===== src/rtl/systolic_tile_sequencer_pkg.sv =====
`default_nettype none
// ============================================================================
//  Module      : systolic_pkg
//  Description : Shared types and helpers for the systolic tile sequencer.
//                The activation buffer also uses them.
//                  - seq_state_t : sequencer state encoding.
//                  - STREAM_LEN  : skew steps per tile at the default array
//                                  size. STEP_W is the width that holds them.
//                  - lane_valid  : says whether accumulate lane k reads a real
//                                  row at skew step s.
//  Revision    : 1.0  initial release
// ============================================================================
package systolic_pkg;

    localparam int BN_NUM_DEF   = 8;
    localparam int ACCU_NUM_DEF = 4;
    localparam int STREAM_LEN   = BN_NUM_DEF + ACCU_NUM_DEF - 1;
    localparam int STEP_W       = $clog2(STREAM_LEN + 1);

    typedef enum logic [2:0] {
        IDLE   = 3'd0,
        ZERO   = 3'd1,
        LOAD_W = 3'd2,
        STREAM = 3'd3,
        DRAIN  = 3'd4,
        OUT    = 3'd5,
        CLEAR  = 3'd6
    } seq_state_t;

    // Lane k reads row (step - k). The row exists only while 0 <= step-k < rows.
    function automatic logic lane_valid(input int step, input int k,
                                        input int rows = BN_NUM_DEF);
        return ((step - k) >= 0) && ((step - k) < rows);
    endfunction

endpackage
`default_nettype wire


===== src/rtl/systolic_tile_sequencer.sv =====
`default_nettype none
// ============================================================================
//  Module      : systolic_tile_sequencer
//  Description : Control FSM that runs one output tile (BN_NUM rows x 1
//                column) through the systolic datapath. The phases are weight
//                load, skewed activation streaming, adder-tree drain, result
//                hand-off and accumulator clear. All outputs are registered.
//                Optional build macro: SEQ_PERF_CNT_EN builds the saturating
//                busy and stall performance counters. When it is undefined,
//                both counter ports read 0.
//  Ports       : clk, reset        - clock, synchronous active-high reset
//                start, k_steps    - tile request; k_steps is latched on accept
//                busy, done        - tile in flight, one-cycle completion pulse
//                wet_load_en/idx   - weight-buffer write strobe and chunk index
//                act_step/lane_vld - skew step and per-lane row-valid mask
//                pe_mac_enable     - MAC enable to the PE array
//                pe_clear_acc      - accumulator clear to the PE array
//                result_valid/ready- result hand-off handshake
//                busy_cycles, stall_cycles - performance counters
//  Revision    : 1.0  initial release
// ============================================================================
module systolic_tile_sequencer
    import systolic_pkg::*;
#(
    parameter int BN_NUM    = BN_NUM_DEF,
    parameter int ACCU_NUM  = ACCU_NUM_DEF,
    parameter int K_W       = 8,
    parameter int DRAIN_CYC = $clog2(ACCU_NUM) + 1
) (
    input  logic                                  clk,
    input  logic                                  reset,
    input  logic                                  start,
    input  logic [K_W-1:0]                        k_steps,
    output logic                                  busy,
    output logic                                  done,
    output logic                                  wet_load_en,
    output logic [K_W-1:0]                        wet_idx,
    output logic [$clog2(BN_NUM+ACCU_NUM)-1:0]    act_step,
    output logic [ACCU_NUM-1:0]                   act_lane_vld,
    output logic                                  pe_mac_enable,
    output logic                                  pe_clear_acc,
    output logic                                  result_valid,
    input  logic                                  result_ready,
    output logic [31:0]                           busy_cycles,
    output logic [31:0]                           stall_cycles
);

    localparam int c_STREAM_LEN = BN_NUM + ACCU_NUM - 1;
    localparam int c_ACT_W      = $clog2(BN_NUM + ACCU_NUM);
    localparam logic [c_ACT_W-1:0] c_LAST_STEP  = c_ACT_W'(c_STREAM_LEN - 1);
    localparam logic [K_W-1:0]     c_DRAIN_LAST = K_W'(DRAIN_CYC - 1);

    seq_state_t     r_state;
    logic [K_W-1:0] r_k_cnt;   // weight chunk index, then drain cycle and ZERO phase
    logic [K_W-1:0] r_k_lat;

    function automatic logic [ACCU_NUM-1:0] lane_vec(input int step);
        logic [ACCU_NUM-1:0] v;
        v = '0;
        for (int k = 0; k < ACCU_NUM; k++) begin
            v[k] = lane_valid(step, k, BN_NUM);
        end
        return v;
    endfunction

    // The outputs are computed together with the next state. This way every
    // strobe is valid in the same cycle that the state it belongs to is active.
    always_ff @(posedge clk) begin
        if (reset) begin
            r_state       <= IDLE;
            r_k_cnt       <= '0;
            r_k_lat       <= '0;
            busy          <= 1'b0;
            done          <= 1'b0;
            wet_load_en   <= 1'b0;
            wet_idx       <= '0;
            act_step      <= '0;
            act_lane_vld  <= '0;
            pe_mac_enable <= 1'b0;
            pe_clear_acc  <= 1'b0;
            result_valid  <= 1'b0;
        end else begin
            done          <= 1'b0;
            wet_load_en   <= 1'b0;
            act_lane_vld  <= '0;
            pe_mac_enable <= 1'b0;
            pe_clear_acc  <= 1'b0;
            result_valid  <= 1'b0;
            case (r_state)
                IDLE: begin
                    if (start) begin
                        busy    <= 1'b1;
                        r_k_lat <= k_steps;
                        r_k_cnt <= '0;
                        if (k_steps == '0) begin
                            r_state <= ZERO;
                        end else begin
                            r_state     <= LOAD_W;
                            wet_load_en <= 1'b1;
                            wet_idx     <= '0;
                        end
                    end
                end
                // Takes two cycles: one quiet cycle, then the done pulse. The
                // done pulse therefore comes while busy is still high, the
                // same as at the end of a normal tile.
                ZERO: begin
                    if (r_k_cnt == '0) begin
                        r_k_cnt <= K_W'(1);
                        done    <= 1'b1;
                    end else begin
                        r_state <= IDLE;
                        busy    <= 1'b0;
                    end
                end
                LOAD_W: begin
                    if (r_k_cnt == r_k_lat - 1'b1) begin
                        r_state       <= STREAM;
                        wet_idx       <= '0;
                        act_step      <= '0;
                        act_lane_vld  <= lane_vec(0);
                        pe_mac_enable <= 1'b1;
                    end else begin
                        r_k_cnt     <= r_k_cnt + 1'b1;
                        wet_load_en <= 1'b1;
                        wet_idx     <= r_k_cnt + 1'b1;
                    end
                end
                STREAM: begin
                    pe_mac_enable <= 1'b1;
                    if (act_step == c_LAST_STEP) begin
                        r_state  <= DRAIN;
                        act_step <= '0;
                        r_k_cnt  <= '0;
                    end else begin
                        act_step     <= act_step + 1'b1;
                        act_lane_vld <= lane_vec(int'(act_step) + 1);
                    end
                end
                DRAIN: begin
                    if (r_k_cnt == c_DRAIN_LAST) begin
                        r_state      <= OUT;
                        result_valid <= 1'b1;
                    end else begin
                        r_k_cnt       <= r_k_cnt + 1'b1;
                        pe_mac_enable <= 1'b1;
                    end
                end
                OUT: begin
                    if (result_ready) begin
                        r_state      <= CLEAR;
                        pe_clear_acc <= 1'b1;
                        done         <= 1'b1;
                    end else begin
                        result_valid <= 1'b1;
                    end
                end
                CLEAR: begin
                    r_state <= IDLE;
                    busy    <= 1'b0;
                end
                default: begin
                    r_state <= IDLE;
                    busy    <= 1'b0;
                end
            endcase
        end
    end

`ifdef SEQ_PERF_CNT_EN
    logic [31:0] r_busy_cnt;
    logic [31:0] r_stall_cnt;

    // These counters are cleared only by reset. They keep counting across
    // tiles and stop at all-ones.
    always_ff @(posedge clk) begin
        if (reset) begin
            r_busy_cnt  <= '0;
            r_stall_cnt <= '0;
        end else begin
            if (busy && (r_busy_cnt != '1)) begin
                r_busy_cnt <= r_busy_cnt + 1'b1;
            end
            if ((r_state == OUT) && !result_ready && (r_stall_cnt != '1)) begin
                r_stall_cnt <= r_stall_cnt + 1'b1;
            end
        end
    end

    assign busy_cycles  = r_busy_cnt;
    assign stall_cycles = r_stall_cnt;
`else
    assign busy_cycles  = '0;
    assign stall_cycles = '0;
`endif

endmodule
`default_nettype wire


===== config.mk =====
export PLATFORM = sky130hd
export DESIGN_NAME = systolic_tile_sequencer
export DESIGN_NICKNAME = d
export VERILOG_FILES = /design/src/rtl/systolic_tile_sequencer_pkg.sv /design/src/rtl/systolic_tile_sequencer.sv
export SDC_FILE = /design/constraint.sdc
export NUM_CORES = 1
export LEC_CHECK = 0
export ABC_AREA = 1
export CAP_MARGIN = 10
export CORE_MARGIN = 3
export CORE_UTILIZATION = 42
export DETAILED_ROUTE_END_ITERATION = 10
export PLACE_DENSITY = 0.78
export SYNTH_ARGS = -nofsm -noshare
export SYNTH_HDL_FRONTEND = slang
export SYNTH_SLANG_ARGS = --single-unit

===== constraint.sdc =====
create_clock -name clk -period 2 [get_ports clk]
set_clock_uncertainty 0.1 [all_clocks]
set_input_delay 0.2 -clock clk [delete_from_list [all_inputs] [get_ports clk]]
set_output_delay 0.2 -clock clk [all_outputs]
set_load 0.02 [all_outputs]

==> flow_summary_export.csv, run 1 <==
group,metric,value,unit
pwr,power,4020,uW
worst_setup_path,path_max_fanout,14,
sta,tns,0,ns
sta,rsz0062_at_grt,"yes",
worst_setup_path,worstPathRequired,2.09,ns
global_route,globalRouteOverflowTotal,0,
placed_design,io_buffers,33,
floorplanning,fp-row-count,29,
sta,fin_crit,1.91,ns
yosys,ys_ff_latch,41,
final_layout,multi_input_area,1620,um^2
yosys,synth.area.top_cells,"dfxtp_1 (28%), buf_4 (17%), nand2_1 (11%)",
min_path,holdCritPathClass,"input port to register",
routing,drtIter0Drc,106,
final_layout,final_layout_size_suffix_gt1_share,9.09,%
final_layout,seqCellArea,826,um^2
placed_design,dp_hpwl,4560,um
worst_setup_path,worstPathArrival,2.00,ns
worst_setup_path,endpoint_kind,"register",
yosys,ys_seq_area_share,28.5,%
global_route,grt_pass1_wl,9170,um
final_layout,fillers,660,
yosys,synth_cells,424,
worst_setup_path,r2r_slack,0.09,ns
flow_run,maxCapViolCount,0,
status,status,"complete, no violations",
routing,drt-total-wl,5940,um
floorplanning,dieArea,7890,um^2
routing,drtAntennaViolNets,0,
routing,viasPerCell,4.70,
pwr,intPower,2090,uW
sta,setup_ws,0.0922,ns
global_route,grt_start_max_net_pins,19,
routing,vias,2534,
floorplanning,start_util,44.3,%
pwr,pwr-share-clk,13.9,%
routing,drtPass1Iterations,4,
clock_tree,clock-sinks,41,
clock_tree,clk_path_buf_depth,2,
floorplanning,die_x,88.8,um
pwr,ir_drop,0.591,mV
yosys,netlist_area,2880,um^2
yosys,yosysWarnings,0,
floorplanning,die_y,88.8,um
global_route,antenna_found_initial,0,
clock_tree,clk_pin_slew_worst_paths,0.08,ns
sta,tightest_slew,0.645,ns
pwr,cellPowerDensity,1250,nW/um^2
routing,wire_per_inst,11.0,um
global_route,grt_pass1_vias,2119,
clock_tree,cts_made_buffers,5,
sta,max_freq,524,MHz
final_layout,area_growth_syn_to_layout,11.1,%
pwr,combPwrFrac,55.5,%
global_route,grt_use_total,14.7,%
sta,setup_viol,0,
routing,drc,0,
floorplanning,io_pins,98,
sta,hold_viol,0,
pwr,switching_share,47.9,%
worst_setup_path,path_class,"register to register",
clock_tree,cts-root-buf,"clkbuf_8",
yosys,synth_top_area_share,28.5,%
clock_tree,cts.htree.levels,2,
final_layout,antennaDiodeCount,0,
pwr,cellLeakagePower,0.00150,uW
yosys,synth.distinct_cells,31,
placed_design,gp_congestion,0.861,
clock_tree,cts_tree,"done",
placed_design,dpl_cell_area,3060,um^2
yosys,syn_avg_cell_area,6.79,um^2
sta,maxSlewViolCount,0,
placed_design,dp_slack,0.0227,ns
worst_setup_path,critPathLaunchType,"register",
clock_tree,hold_buffers,0,
yosys,yosys.area.top_type,"dfxtp_1",
floorplanning,coreArea,6490,um^2
sta,finalCritPeriodShare,95.4,%
pwr,p_sw,1920,uW
final_layout,nets,485,
final_layout,stdcell_area,3200,um^2
sta,worst_slew_margin_rel,56.8,%
clock_tree,insertion_delay,0.30,ns
pwr,p_seq_share,30.6,%
-- state kept, by name, summed over array words and instances, names as in the netlist --
name           cells
r_k_cnt            8
r_k_lat            8
wet_idx            8
act_lane_vld       4
act_step           4
r_state            3
busy               1
done               1
pe_clear_acc       1
pe_mac_enable      1
result_valid       1
wet_load_en        1
-- worst max-delay path, cell delays in order (launching register included) --
cell,delay [ns]
dfxtp_2,0.34
inv_1,0.06
ha_4,0.27
nor2_1,0.03
nor2_1,0.10
nand2_1,0.05
nor2_1,0.10
nand3_1,0.08
nor2_2,0.15
nand3_2,0.11
buf_6,0.18
a21oi_1,0.14
nor2_1,0.07
-- synthesized netlist by cell type, drive strengths merged --
| cell type | count |
|---|---|
| nor2 | 48 |
| nand2 | 85 |
| xnor2 | 1 |
| nor4b | 1 |
| a21oi | 35 |
| ha | 11 |
| o31ai | 1 |
| conb | 1 |
| a31oi | 2 |
| clkbuf | 3 |
| nor3 | 5 |
| o21ai | 20 |
| xor2 | 10 |
| clkinv | 1 |
| o211ai | 2 |
| nand3 | 40 |
| nand4 | 3 |
| buf | 72 |
| o22ai | 1 |
| inv | 41 |
| dfxtp | 41 |
-- area by class of cell --
type	count	share of cell area, %
clock buffers	7	2.70
inverters	42	4.93
multi-input cells	329	50.7
flip-flops and latches	41	25.8
well taps	77	3.01
repair buffers	43	12.9
-- layout by cell type, fill, tap and decap left out, drive strengths merged, types with 7 or more instances in the layout --
master,instances
o21ai,20
clkbuf,7
nor2,48
conb,64
dfxtp,41
a21oi,35
inv,41
ha,11
buf,10
nand3,40
nand2,85
xor2,10
clkdlybuf4s50,33
-- cell families (layout without fill, tap and decap cells) --
logic type	Yosys count	count (layout)	share of synthesized area (%)
AND/OR/NAND/NOR	182	182	27.8
buffers and inverters	117	92	24.4
AO/OA/AOI/OAI	61	61	11.0
flip-flops	41	41	28.5
adder cells (fa/ha/maj)	11	11	4.78
XOR/XNOR	11	11	3.34
other	1	64	0.130
-- routing by layer --
metal	vias up	part of all wire (%)	global-route usage, %	routed length (um)
met1	1145	42	16.5	2520
met2	75	51	26.0	3000
li1	1301	-	-	-
met5	-	0	0	0
met4	0	1.8	5.63	106
met3	13	5.2	4.38	311
-- power by group through the flow --
stage	combinational (uW)	sequential, uW	clock (uW)
2_1_floorplan	1810	1230	0
3_3_place_gp	2100	1240	0
3_5_place_dp	2150	1240	0
4_1_cts	2170	1230	575
5_1_grt	2510	1260	613
6_report	2230	1230	559
-- metrics by stage --
stage | hold slack (ns) | util, % | cells
floorplan | 0.235 | - | 487
global placement | 0.340 | 47.1 | 530
detailed placement | 0.351 | 47.1 | 530
CTS | 0.363 | 48.4 | 537
global route | 0.386 | 49.3 | 539
finish | 0.354 | 49.3 | 539
-- what timing repair did --
action | CTS | global route
setup buffers | 0 | 2
endpoints found under the setup margin | 0 | 27
gates resized for setup | 0 | 11
-- path summary, 6_finish.rpt --
path / end / start / depth (start not counted)
max reg2reg: r_k_cnt[1] / r_k_lat[1] / 12
max: r_k_cnt[1] / r_k_lat[1] / 12
min reg2reg: busy / busy / 2
min: r_k_lat[1] / k_steps[1] / 3
Note: power is estimated with default switching activity, not from simulation.
==> run 2: changes to the inputs <==
- CELL_PAD_IN_SITES_DETAIL_PLACEMENT: unset -> 0
- CELL_PAD_IN_SITES_GLOBAL_PLACEMENT: unset -> 1
- CORE_UTILIZATION: 42 -> 29
- HOLD_SLACK_MARGIN: unset -> 0.02
- PLACE_DENSITY: 0.78 -> unset
- PLACE_DENSITY_LB_ADDON: unset -> 0.1
==> flow_summary_export.csv, run 2 (synthesis gave the netlist of run 1 again) <==
group,metric,value,unit
status,status,"complete, no violations",
worst_setup_path,rr_worst_depth,15,
final_layout,final_common_cell,"nand2_1",
final_layout,area_growth_syn_to_layout,20.8,%
sta,rsz0062_at_grt,"yes",
worst_setup_path,worstPathRequired,2.10,ns
final_layout,antennaDiodeCount,0,
sta,fin_crit,1.96,ns
pwr,ir_drop,0.511,mV
routing,wire_per_inst,11.4,um
routing,viasPerCell,4.14,
pwr,cellPowerDensity,1270,nW/um^2
worst_setup_path,worstPathArrival,2.06,ns
placed_design,dp_slack,0.0441,ns
floorplanning,die_x,106,um
routing,drtIter0Drc,54,
clock_tree,cts.htree.levels,2,
floorplanning,die_y,106,um
routing,drtPass1Iterations,4,
global_route,grt_pass1_vias,2270,
placed_design,gp_congestion,0.818,
routing,drt-total-wl,6870,um
clock_tree,cts_tree,"done",
routing,drc,0,
worst_setup_path,crit_path_frequent_cell,"nor2_1",
worst_setup_path,crit_path_top_delay_cell,"dfxtp_2",
final_layout,final_layout_size_suffix_gt1_share,14.2,%
sta,setup_ws,0.0356,ns
clock_tree,insertion_delay,0.29,ns
routing,vias,2487,
clock_tree,clk_pin_slew_worst_paths,0.09,ns
floorplanning,dieArea,11200,um^2
final_layout,stdcell_count,601,
pwr,power,4400,uW
global_route,globalRouteOverflowTotal,0,
flow_run,maxCapViolCount,0,
pwr,cellLeakagePower,0.00160,uW
placed_design,dp_hpwl,5350,um
global_route,grt_pass1_wl,10800,um
floorplanning,coreArea,9460,um^2
worst_setup_path,cp_top_family,"simple AND/OR/NAND/NOR gates",
sta,setup_viol,0,
sta,hold_viol,0,
global_route,antenna_found_initial,0,
worst_setup_path,cpPeakStageDelay,0.34,ns
sta,maxSlewViolCount,0,
worst_setup_path,path_class,"register to register",
placed_design,io_buffers,33,
worst_setup_path,cp_num_cells,15,
worst_setup_path,worst-path-buf-inv,3,
placed_design,numPlacedInstances,590,
worst_setup_path,critPathLaunchType,"register",
final_layout,reg.largest.list,"r_k_cnt (8), r_k_lat (8), wet_idx (8)",
global_route,grt_use_total,11.8,%
floorplanning,io_pins,98,
final_layout,nets,495,
floorplanning,fp-row-count,35,
routing,drtAntennaViolNets,0,
floorplanning,start_util,30.4,%
worst_setup_path,path_cells,"inv_2 > ha_4 > nand2_2 > inv_2 > nor2_1 > nand2_1 > nor2_1 > nand3_1 > nor2_4 > nand3_4 > buf_12 > nand2_4 > nand2_2 > nand2_1 > nor2_1",
worst_setup_path,path_max_fanout,6,
final_layout,fin_util,36.8,%
worst_setup_path,endpoint_kind,"register",
clock_tree,clk_path_buf_depth,2,
final_layout,layout_common_cells,"nand2_1 (79), conb_1 (64), nor2_1 (41)",
sta,max_freq,509,MHz
clock_tree,clock-sinks,41,
sta,finalCritPeriodShare,98.2,%
min_path,holdCritPathClass,"register to register",
clock_tree,cts_made_buffers,5,
min_path,hold-path-cell-count,2,
global_route,grt_start_max_net_pins,22,
clock_tree,cts-root-buf,"clkbuf_8",
==> run 2: cell types whose count changed in the layout (fill, tap and decap cells not counted), sizes merged <==
cell / change
bufinv: +1
buf: +8
clkinv: +1
==> run 2: path summary, 6_finish.rpt <==
| kind | slack (ns) | endpoint | startpoint |
|---|---|---|---|
| setup / recovery | 0.04 | r_k_cnt[0] | r_k_lat[1] |
| hold / removal | 0.36 | busy | busy |
| hold reg to reg | 0.36 | busy | busy |
| setup reg to reg | 0.04 | r_k_cnt[0] | r_k_lat[1] |
==> run 2: worst min-delay path, stage by stage (launching register included) <==
cell and delay [ns]:
dfxtp_1 0.31, inv_1 0.05, a21oi_1 0.06
==> run 2: metrics by stage <==
step,setup TNS [ns],hold slack [ns],area (um^2)
3_5_place_dp,0,0.353,3210
5_1_grt,-0.931,0.386,3480
6_report,0,0.362,3480
4_1_cts,0,0.365,3310
3_3_place_gp,0,0.343,3210
2_1_floorplan,0,0.235,3120
==> run 2: routing by layer <==
| layer | share of wire, % | vias to the layer above | GRT usage, % |
|---|---|---|---|
| li1 | - | 1319 | - |
| met4 | 1.2 | 0 | 3.33 |
| met5 | 0 | - | 0 |
| met1 | 46 | 1099 | 14.7 |
| met3 | 3.8 | 10 | 2.33 |
| met2 | 49 | 59 | 20.4 |
==> run 2: power by group <==
part | internal, uW | switching (uW) | total, uW
combinational | 954 | 1550 | 2510
clock | 363 | 300 | 663
sequential | 1020 | 214 | 1230
==> run 2: what timing repair did <==
action                                  CTS  global route
endpoints found under the setup margin    0            18
hold buffers                              0             0
gates resized for setup                   0            27
setup buffers                             0             1
==> run 2: area by class of cell <==
type	instances	area, um^2
multi-input combinational	329	1690
tap	129	161
sequential	41	825
clock inverter	2	35.0
clock buffer	5	68.8
inverter	42	158
timing repair buffer	53	544
fill	1089	5980
